File: config.mk
export PLATFORM = sky130hd
export DESIGN_NAME = mini_micro_ctrl_flat
export DESIGN_NICKNAME = d
export VERILOG_FILES = /design/src/rtl/mini_micro_ctrl_if.sv /design/src/rtl/mini_micro_ctrl.sv /design/src/flat_wrapper.sv
export SDC_FILE = /design/constraint.sdc
export NUM_CORES = 1
export LEC_CHECK = 0
export ABC_CLOCK_PERIOD_IN_PS = 4400
export CORE_ASPECT_RATIO = 1.25
export CORE_UTILIZATION = 40
export DETAILED_ROUTE_END_ITERATION = 12
export MAX_ROUTING_LAYER = met4
export PLACE_DENSITY = 0.8
export SLEW_MARGIN = 20
export SYNTH_ARGS = -nofsm -noshare
export SYNTH_HDL_FRONTEND = slang
export SYNTH_SLANG_ARGS = --single-unit
File: constraint.sdc
create_clock -name clk -period 4.4 [get_ports clk]
set_input_delay 0.88 -clock clk [delete_from_list [all_inputs] [get_ports clk]]
set_output_delay 0.88 -clock clk [all_outputs]
set_load 0.02 [all_outputs]
File: src/rtl/mini_micro_ctrl_if.sv
// Bus bundle between the miniMicro sequencer and its program memory,
// register memory and ALU. master = sequencer, slave = memories/ALU side.
`timescale 1ns/1ps
interface mini_micro_ctrl_if #(
  parameter int unsigned ADDR_WIDTH = 9,
  parameter int unsigned DATA_WIDTH = 32
);
  localparam int unsigned OPC_WIDTH  = 5;
  localparam int unsigned FLAG_WIDTH = 4;

  logic [ADDR_WIDTH-1:0] imem_addr;
  logic [DATA_WIDTH-1:0] imem_rdata;
  logic [ADDR_WIDTH-1:0] rf_addr;
  logic                  rf_we;
  logic [DATA_WIDTH-1:0] rf_wdata;
  logic [DATA_WIDTH-1:0] rf_rdata;
  logic [OPC_WIDTH-1:0]  alu_op;
  logic [DATA_WIDTH-1:0] alu_a;
  logic [DATA_WIDTH-1:0] alu_b;
  logic [DATA_WIDTH-1:0] alu_result;
  logic [FLAG_WIDTH-1:0] alu_flags;

  modport master (
    output imem_addr, rf_addr, rf_we, rf_wdata, alu_op, alu_a, alu_b,
    input  imem_rdata, rf_rdata, alu_result, alu_flags
  );

  modport slave (
    input  imem_addr, rf_addr, rf_we, rf_wdata, alu_op, alu_a, alu_b,
    output imem_rdata, rf_rdata, alu_result, alu_flags
  );
endinterface

File: src/rtl/mini_micro_ctrl.sv
// miniMicro multi-cycle sequencer: owns the PC, fetches and decodes
// instruction words, sequences operand reads through the single-port
// register memory, drives the ALU and writes results back.
// Optional feature macro: MINI_MICRO_CTRL_STEP_EN (adds a single-step input).
// alu_a, alu_b and rf_wdata are gated views of registered state or of the
// memory/ALU registered outputs, because that data only arrives in the cycle
// it is consumed; every other output is a flop.
`timescale 1ns/1ps
module mini_micro_ctrl #(
  parameter int unsigned ADDR_WIDTH = 9,
  parameter int unsigned DATA_WIDTH = 32,
  parameter int unsigned CNT_WIDTH  = 16
) (
  input  logic                 clk,
  input  logic                 rst,
  input  logic                 run,
`ifdef MINI_MICRO_CTRL_STEP_EN
  input  logic                 step,
`endif
  mini_micro_ctrl_if.master    bus,
  output logic [3:0]           flags,
  output logic                 busy,
  output logic                 halted,
  output logic                 illegal,
  output logic [CNT_WIDTH-1:0] retired
);

  localparam int unsigned OPC_WIDTH = 5;
  localparam int unsigned RD_LSB    = OPC_WIDTH;
  localparam int unsigned RS1_LSB   = OPC_WIDTH + ADDR_WIDTH;
  localparam int unsigned RS2_LSB   = OPC_WIDTH + 2 * ADDR_WIDTH;
  localparam logic [OPC_WIDTH-1:0] OP_NOP = 5'd0;
  localparam logic [OPC_WIDTH-1:0] OP_CMP = 5'd18;

  typedef enum logic [2:0] {
    S_IDLE, S_FETCH, S_DECODE, S_RS1, S_RS2, S_EXEC, S_WB, S_HALT
  } state_t;

  state_t                state;
  logic [ADDR_WIDTH-1:0] pc;
  logic [DATA_WIDTH-1:0] ir;
  logic [DATA_WIDTH-1:0] a;
`ifdef MINI_MICRO_CTRL_STEP_EN
  logic                  single_step;
`endif

  logic [OPC_WIDTH-1:0]  opcode;
  logic [ADDR_WIDTH-1:0] rd;
  logic [ADDR_WIDTH-1:0] rs2;
  logic [OPC_WIDTH-1:0]  fetch_op;
  logic [ADDR_WIDTH-1:0] fetch_rs1;

  // Instruction field split of the latched word and of the word arriving in DECODE.
  assign opcode    = ir[OPC_WIDTH-1:0];
  assign rd        = ir[RD_LSB +: ADDR_WIDTH];
  assign rs2       = ir[RS2_LSB +: ADDR_WIDTH];
  assign fetch_op  = bus.imem_rdata[OPC_WIDTH-1:0];
  assign fetch_rs1 = bus.imem_rdata[RS1_LSB +: ADDR_WIDTH];

  // Data that only becomes valid in the consuming cycle is gated by state.
  assign bus.imem_addr = pc;
  assign bus.alu_a     = (state == S_EXEC) ? a : '0;
  assign bus.alu_b     = (state == S_EXEC) ? bus.rf_rdata : '0;
  assign bus.rf_wdata  = bus.rf_we ? bus.alu_result : '0;

  // Sequencer: state plus registered outputs computed for the state being entered.
  always_ff @(posedge clk or negedge rst) begin
    if (!rst) begin
      state       <= S_IDLE;
      pc          <= '0;
      ir          <= '0;
      a           <= '0;
      flags       <= '0;
      retired     <= '0;
      illegal     <= 1'b0;
      busy        <= 1'b0;
      halted      <= 1'b0;
      bus.rf_addr <= '0;
      bus.rf_we   <= 1'b0;
      bus.alu_op  <= '0;
`ifdef MINI_MICRO_CTRL_STEP_EN
      single_step <= 1'b0;
`endif
    end else begin
      bus.rf_addr <= '0;
      bus.rf_we   <= 1'b0;
      bus.alu_op  <= '0;
      case (state)
        S_IDLE: begin
          if (run) begin
            state <= S_FETCH;
            busy  <= 1'b1;
`ifdef MINI_MICRO_CTRL_STEP_EN
            single_step <= 1'b0;
          end else if (step) begin
            state       <= S_FETCH;
            busy        <= 1'b1;
            single_step <= 1'b1;
`endif
          end
        end
        S_FETCH: state <= S_DECODE;
        S_DECODE: begin
          ir <= bus.imem_rdata;
          if (fetch_op == OP_NOP) begin
            state <= S_WB;
          end else if (fetch_op <= OP_CMP) begin
            state       <= S_RS1;
            bus.rf_addr <= fetch_rs1;
          end else begin
            state   <= S_HALT;
            illegal <= 1'b1;
            busy    <= 1'b0;
            halted  <= 1'b1;
          end
        end
        S_RS1: begin
          state       <= S_RS2;
          bus.rf_addr <= rs2;
        end
        S_RS2: begin
          state      <= S_EXEC;
          a          <= bus.rf_rdata;
          bus.alu_op <= opcode;
        end
        S_EXEC: begin
          state <= S_WB;
          if (opcode != OP_CMP) begin
            bus.rf_we   <= 1'b1;
            bus.rf_addr <= rd;
          end
        end
        S_WB: begin
          if (opcode != OP_NOP) flags <= bus.alu_flags;
          pc      <= pc + ADDR_WIDTH'(1);
          retired <= retired + CNT_WIDTH'(1);
`ifdef MINI_MICRO_CTRL_STEP_EN
          if (run && !single_step) begin
`else
          if (run) begin
`endif
            state <= S_FETCH;
          end else begin
            state <= S_IDLE;
            busy  <= 1'b0;
          end
        end
        S_HALT: state <= S_HALT;
        default: begin
          state <= S_IDLE;
          busy  <= 1'b0;
        end
      endcase
    end
  end

endmodule

File: src/flat_wrapper.sv
// flat-port wrapper written by rule: the top's interface ports become plain ports
module mini_micro_ctrl_flat 
#(
  parameter int unsigned ADDR_WIDTH = 9,
  parameter int unsigned DATA_WIDTH = 32,
  parameter int unsigned CNT_WIDTH  = 16
)
  (clk, rst, run, flags, busy, halted, illegal, retired, bus_imem_addr, bus_rf_addr, bus_rf_we, bus_rf_wdata, bus_alu_op, bus_alu_a, bus_alu_b, bus_imem_rdata, bus_rf_rdata, bus_alu_result, bus_alu_flags);
  mini_micro_ctrl_if #(.ADDR_WIDTH(ADDR_WIDTH), .DATA_WIDTH(DATA_WIDTH)) bus_i ();
  input  logic clk;
  input  logic rst;
  input  logic run;
  output logic [3:0] flags;
  output logic busy;
  output logic halted;
  output logic illegal;
  output logic [CNT_WIDTH-1:0] retired;
  output wire logic [$bits(bus_i.imem_addr)-1:0] bus_imem_addr;
  output wire logic [$bits(bus_i.rf_addr)-1:0] bus_rf_addr;
  output wire logic [$bits(bus_i.rf_we)-1:0] bus_rf_we;
  output wire logic [$bits(bus_i.rf_wdata)-1:0] bus_rf_wdata;
  output wire logic [$bits(bus_i.alu_op)-1:0] bus_alu_op;
  output wire logic [$bits(bus_i.alu_a)-1:0] bus_alu_a;
  output wire logic [$bits(bus_i.alu_b)-1:0] bus_alu_b;
  input wire logic [$bits(bus_i.imem_rdata)-1:0] bus_imem_rdata;
  input wire logic [$bits(bus_i.rf_rdata)-1:0] bus_rf_rdata;
  input wire logic [$bits(bus_i.alu_result)-1:0] bus_alu_result;
  input wire logic [$bits(bus_i.alu_flags)-1:0] bus_alu_flags;
  assign bus_imem_addr = bus_i.imem_addr;
  assign bus_rf_addr = bus_i.rf_addr;
  assign bus_rf_we = bus_i.rf_we;
  assign bus_rf_wdata = bus_i.rf_wdata;
  assign bus_alu_op = bus_i.alu_op;
  assign bus_alu_a = bus_i.alu_a;
  assign bus_alu_b = bus_i.alu_b;
  assign bus_i.imem_rdata = bus_imem_rdata;
  assign bus_i.rf_rdata = bus_rf_rdata;
  assign bus_i.alu_result = bus_alu_result;
  assign bus_i.alu_flags = bus_alu_flags;
  mini_micro_ctrl #(.ADDR_WIDTH(ADDR_WIDTH), .DATA_WIDTH(DATA_WIDTH), .CNT_WIDTH(CNT_WIDTH)) u_core (.clk(clk), .rst(rst), .run(run), .bus(bus_i), .flags(flags), .busy(busy), .halted(halted), .illegal(illegal), .retired(retired));
endmodule
==> summary.txt, run 1 <==
Drt
  – Drt wl/cell: 16.1 um
  – Total wire length: 12.9 mm
  – Initial drt markers: 171
  – DRT Pass-1 Iters: 4
  – DRC viols: 0
  – Vias: 3892
  – Vias per Instance: 4.84
  – Remaining antenna violation count: 0

Power
  – Clock share of power: 17.3%
  – Peak supply drop: 319 uV
  – Leakage: 0.00325 uW
  – Reg power frac: 34.7%
  – Sw Share: 36.7%
  – PwrDens: 610 nW/um^2
  – Pwr Total: 4710 uW
  – Cell Int Power: 2980 uW
  – Switching pwr: 1730 uW
  – Combinational share of power: 48.0%

Global routing
  – First-pass GRT wire length: 20.5 mm
  – Total GRT Usage: 21.6%
  – Largest net degree at the start of global routing: 76
  – GR Overflow Total: 0
  – Vias in the first global route: 3959
  – Antenna violations before repair: 0

Synthesis
  – Main combinational cell family by area after synthesis: simple AND/OR/NAND/NOR gates
  – Yosys warning count: 0
  – Synth Cell Area: 4880 um^2
  – Post-synthesis adder-cell area fraction: 0.513%
  – Post-Synth Simple-Gate Area: 20.9%
  – FF+latch count, synth: 104
  – Cells after synthesis: 403
  – Compound-Gate Fraction of Synth Area: 4.00%
  – Mux cell area share after synthesis: 13.6%
  – Xor and xnor area share after synthesis: 4.31%
  – Seq/Total Area, Yosys: 53.3%
  – Synthesized net count: 508
  – Mean Syn Cell Area: 12.1 um^2
  – Netlist cell types: 40

Final layout
  – Area Growth Syn to Fin: 58.2%
  – Layout cells sized above 1: 10.1%
  – Finished Cell Area: 7720 um^2
  – ANT cells: 0
  – Final core occ: 65.8%
  – Fillers: 932
  – Most common cell after layout, fill and taps aside: clkdlybuf4s50_1
  – Nets: 743
  – Most frequent cells in the layout: 244 x clkdlybuf4s50_1, 104 x dfrtp_1, 102 x and2_1

Clock tree
  – Worst-path clk slew: 0.07 ns
  – Post-CTS Setup Bufs: 0
  – Clock Latency Late Sink: 0.35 ns
  – CTS Hold Buffers Added: 0
  – Post-CTS Resized: 0
  – CTS tree: built
  – H-tree depth: 3
  – TritonCTS buffer count: 9
  – Clock net sink count: 104
  – CTS Buffer Depth: 2
  – Root buffer cell: clkbuf_16

Floorplan
  – Initial Utilization: 41.6%
  – Die H: 125 um
  – Core Box Area: 11700 um^2
  – FP Rows: 44
  – Die area: 12600 um^2
  – I/O pins: 246
  – Die X: 101 um

Timing
  – Fmax achieved: 289 MHz
  – Worst slew margin: 37.9%
  – Period utilization: 78.7%
  – Worst-Margin Slew: 0.931 ns
  – Skew final: 0.00708 ns
  – Setup TNS: 0 ns
  – Fin. max-slew vios: 0
  – RSZ-0062 raised after global routing: no
  – Final hold vios: 0
  – Final setup viols: 0
  – Fin crit period: 3.46 ns

Setup path
  – CP delay by family, top: buffers and inverters
  – Max Fanout on Critical Path: 65
  – Type of the worst setup path: reg -> out
  – Slowest-stage cell, CP: dfrtp_1
  – CP Buf/Inv Count: 2
  – CP peak stage delay: 0.73 ns
  – Critical path startpoint category: flop
  – Worst EP arrival: 2.58 ns
  – Critical Path RT: 3.52 ns
  – Crit. End Element: output pin
  – CP Cell Sequence: and3b_1 > buf_4 > and2_1 > clkdlybuf4s50_1

Placed design
  – Final RePlAce weighted congestion: 0.778
  – Buffers on Ports: 245
  – DPL Wire Length: 9.72 mm
  – Placed cell area: 7410 um^2

Hold path
  – Min-delay worst type: reg -> reg

Status
  – Run status: finished clean

Job
  – Max-cap viol count: 0
-- Yosys cell counts (all sizes together) --
cell type,instances,area [um^2]
dfrtp,104,2600
and2,102,638
mux2,59,664
nand2,17,63.8
xnor2,17,149
buf,13,104
and3,12,75.1
clkbuf,12,48.8
a221o,9,90.1
nand3,7,35.0
xor2,7,61.3
nor2,6,22.5
nor3,5,35.0
nand4,4,25.0
and4,3,26.3
a21oi,2,13.8
a22oi,2,15.0
a31oi,2,27.5
and3b,2,17.5
ha,2,25.0
inv,2,7.51
nand2b,2,12.5
nor2b,2,12.5
a211o,1,8.76
a31o,1,8.76
nand3b,1,20.0
nor3b,1,7.51
nor4,1,21.3
o21bai,1,7.51
o22a,1,8.76
o22ai,1,6.26
o311ai,1,8.76
or2,1,8.76
-- through the flow --
step,worst slack (ns),instances,hold slack [ns]
floorplan,2.17,403,0.449
global placement,1.34,788,0.461
detailed placement,1.33,788,0.467
CTS,0.939,804,0.479
global route,0.766,804,0.491
finish,0.938,804,0.480
-- power groups by stage --
stage | Sequential [uW] | Combinational (uW) | Clock [uW]
after floorplan | 1660 | 1290 | 0
after global placement | 1620 | 2230 | 0
after detailed placement | 1650 | 2280 | 0
after CTS | 1630 | 2290 | 831
after global routing | 1700 | 2420 | 868
final | 1630 | 2260 | 816
-- metal layers --
layer | vias up | wire [um] | global-route usage [%]
li1 | 1838 | - | -
met1 | 1873 | 4990 | 23.9
met2 | 157 | 6640 | 37.0
met3 | 24 | 985 | 5.81
met4 | 0 | 308 | 7.67
met5 | - | 0 | -
-- worst reg2reg max path, cell delays in order, from the launching register on --
cell and delay [ns]:
dfrtp_1 0.54, nor2b_1 0.69, nor2b_2 0.48, buf_4 0.33
mux2_2 0.37
-- path summary, 6_finish.rpt --
kind	from	end	slack [ns]	depth (start not counted)
hold / removal	u_core.a[16]	u_core.a[16]	0.48	1
setup reg to reg	u_core.state[1]	u_core.ir[31]	1.88	4
setup / recovery	u_core.state[0]	bus_alu_a[0]	0.94	4
hold reg to reg	u_core.a[16]	u_core.a[16]	0.48	1
min in group asynchronous	rst	u_core.ir[10]	0.67	1
max in group asynchronous	rst	u_core.retired[9]	2.77	2
-- kinds of logic after synthesis --
group	count (synthesis)
flip-flops	104
AND/OR/NAND/NOR	166
multiplexers	59
XOR/XNOR	24
adder cells (fa/ha/maj)	2
AO/OA/AOI/OAI	21
buffers and inverters	27
-- state kept, by name, summed over array words and instances (netlist names) --
signal                cells
u_core.busy               1
u_core.bus.rf_we          1
u_core.state              3
u_core.bus.alu_op         5
u_core.a                 32
u_core.retired           16
u_core.ir                23
u_core.bus.imem_addr      9
u_core.bus.rf_addr        9
u_core.halted             1
u_core.flags              4
-- cell type report --
type | count | area, um^2 | share of cell area [%]
flip-flops and latches | 104 | 2600 | 33.7
well taps | 161 | 201 | 2.61
repair buffers | 249 | 2480 | 32.1
clock inverters | 7 | 78.8 | 1.02
inverters | 2 | 7.51 | 0.0973
multi-input cells | 272 | 2120 | 27.5
clock buffers | 9 | 225 | 2.92
Power figures use the tool's default switching activity.
==> inputs of run 2 (changes only) <==
- ABC_CLOCK_PERIOD_IN_PS: 4400 -> 2900
- CORE_UTILIZATION: 40 -> 37
- PLACE_DENSITY: 0.8 -> 0.78
- clock period: 4.4 -> 2.9 ns (I/O delays scaled with it)
==> summary.txt, run 2 (synthesis gave the netlist of run 1 again) <==
Status
  – Run status: finished clean

Timing
  – Final setup viols: 0 (unchanged)
  – Worst slew margin: 48.0% (+10 points)
  – RSZ-0062 raised after global routing: no
  – Fin. max-slew vios: 0 (unchanged)
  – Fin crit period: 2.63 ns
  – Final hold vios: 0 (unchanged)
  – Fmax achieved: 380 MHz
  – Period utilization: 90.7%
  – Worst-Margin Slew: 0.779 ns (-0.152 ns)
  – Setup TNS: 0 ns (unchanged)
  – Skew final: 0.00790 ns (+0.000820 ns)

Final layout
  – Most frequent cells in the layout: 244 x clkdlybuf4s50_1, 104 x dfrtp_1, 102 x and2_1
  – Biggest regs: u_core.a (32), u_core.ir (23), u_core.retired (16)
  – Layout cells sized above 1: 10.5% (+0.42 points)
  – Max reg flops: 32 (unchanged)
  – Nets: 746 (+0.40%)
  – Non-filler cells, final: 814 (+1.2%)
  – Most common cell after layout, fill and taps aside: clkdlybuf4s50_1
  – ANT cells: 0 (unchanged)
  – Area Growth Syn to Fin: 59.3%
  – Register with the most flip-flops: u_core.a

Job
  – Max-cap viol count: 0 (unchanged)

Floorplan
  – Initial Utilization: 38.2% (-3.4 points)
  – Core Box Area: 12800 um^2 (+9.0%)
  – FP Rows: 46 (+4.5%)
  – Die X: 105 um (+3.9%)
  – I/O pins: 246 (unchanged)
  – Die H: 130 um (+3.9%)
  – Die area: 13700 um^2 (+8.0%)

Global routing
  – First-pass GRT wire length: 19.9 mm (-3.0%)
  – GR Util met3: 4.61% (-1.2 points)
  – Total GRT Usage: 19.3% (-2.3 points)
  – Gr busiest metal: met2
  – Met2 GRT Util: 34.4% (-2.5 points)
  – GR Overflow Total: 0 (unchanged)
  – Met1 global-route usage: 21.3% (-2.6 points)
  – Vias in the first global route: 3814 (-3.7%)
  – Antenna violations before repair: 0 (unchanged)
  – Largest net degree at the start of global routing: 66 (-13%)

Clock tree
  – Post-CTS Setup Bufs: 0 (unchanged)
  – Clock net sink count: 104 (unchanged)
  – Clock Latency Late Sink: 0.34 ns (about the same)
  – CTS tree: built
  – TritonCTS buffer count: 9 (unchanged)
  – Post-CTS Resized: 0 (unchanged)
  – CTS Hold Buffers Added: 0 (unchanged)
  – Root buffer cell: clkbuf_16
  – H-tree depth: 3 (unchanged)
  – CTS Buffer Depth: 2 (unchanged)
  – Worst-path clk slew: 0.08 ns (about the same)

Power
  – PwrDens: 919 nW/um^2 (+51%)
  – Peak supply drop: 448 uV (+41%)
  – Leakage: 0.00327 uW (+0.52%)

Setup path
  – Crit Reg-Reg Startpoint: u_core.state[2]
  – Max Fanout on Critical Path: 65 (unchanged)
  – Worst EP arrival: 2.05 ns (-0.53 ns)
  – Critical path startpoint category: flop
  – R2r worst-path depth: 5 (+1)
  – Type of the worst setup path: reg -> out
  – Critical Path RT: 2.32 ns (-1.20 ns)
  – CP startpoint: u_core.state[1]
  – Reg2Reg Setup Slack: 0.64 ns (-1.24 ns)
  – Reg-to-Reg End: u_core.ir[10]
  – Crit. End Element: output pin

Placed design
  – Final RePlAce weighted congestion: 0.805 (+3.5%)
  – Placed cell count: 798 (+1.3%)
  – Buffers on Ports: 245 (unchanged)
  – DPL Wire Length: 9.74 mm (+0.25%)

Drt
  – Remaining antenna violation count: 0 (unchanged)
  – Vias per Instance: 4.75 (-1.9%)
  – Drt wl/cell: 15.8 um (-1.5%)
  – DRC viols: 0 (unchanged)
  – Total wire length: 12.9 mm (-0.32%)
  – Vias: 3864 (-0.72%)
  – Initial drt markers: 130 (-24%)
  – DRT Pass-1 Iters: 4 (unchanged)

Hold path
  – Min-delay worst type: in -> async
## run 2: area by class of cell
class,count,area [um^2]
inverters,2,7.51
clock inverters,7,75.1
fillers,1073,5010
flip-flops and latches,104,2600
multi-input cells,272,2120
clock buffers,9,225
repair buffers,252,2530
well taps,168,210
## run 2: per-layer routing
metal,vias up,share of wire (%)
li1,1842,-
met1,1866,39
met2,142,53
met3,14,6.3
met4,0,1.8
met5,-,0
## run 2: how the worst max path moves through the flow
stage | to | depth (start not counted)
2_1_floorplan | bus_alu_a[0] | 5
3_3_place_gp | bus_alu_b[2] | 3
3_5_place_dp | bus_alu_b[2] | 3
4_1_cts | bus_alu_a[4] | 4
5_1_grt | bus_rf_wdata[7] | 2
6_report | bus_alu_a[4] | 4
## run 2: metrics by stage
step	hold WS, ns	util (%)	instance area [um^2]	setup WS, ns	power, uW
floorplan	0.284	-	4880	0.968	4470
global placement	0.461	58.5	7470	0.476	5910
detailed placement	0.462	58.5	7470	0.462	6020
CTS	0.227	60.8	7770	0.259	7240
global route	0.252	60.8	7770	0.160	7590
finish	0.215	60.8	7770	0.269	7140
## run 2: power breakdown
| part | internal [uW] | switching, uW |
|---|---|---|
| registers | 2040 | 370 |
| clock network | 611 | 581 |
| logic | 1850 | 1690 |
## run 2: worst max-delay path, stage by stage, from the launching register on
cell and delay [ns]:
dfrtp_1 0.38, and3b_1 0.25, buf_12 0.22, and2_1 0.22, clkdlybuf4s50_1 0.62
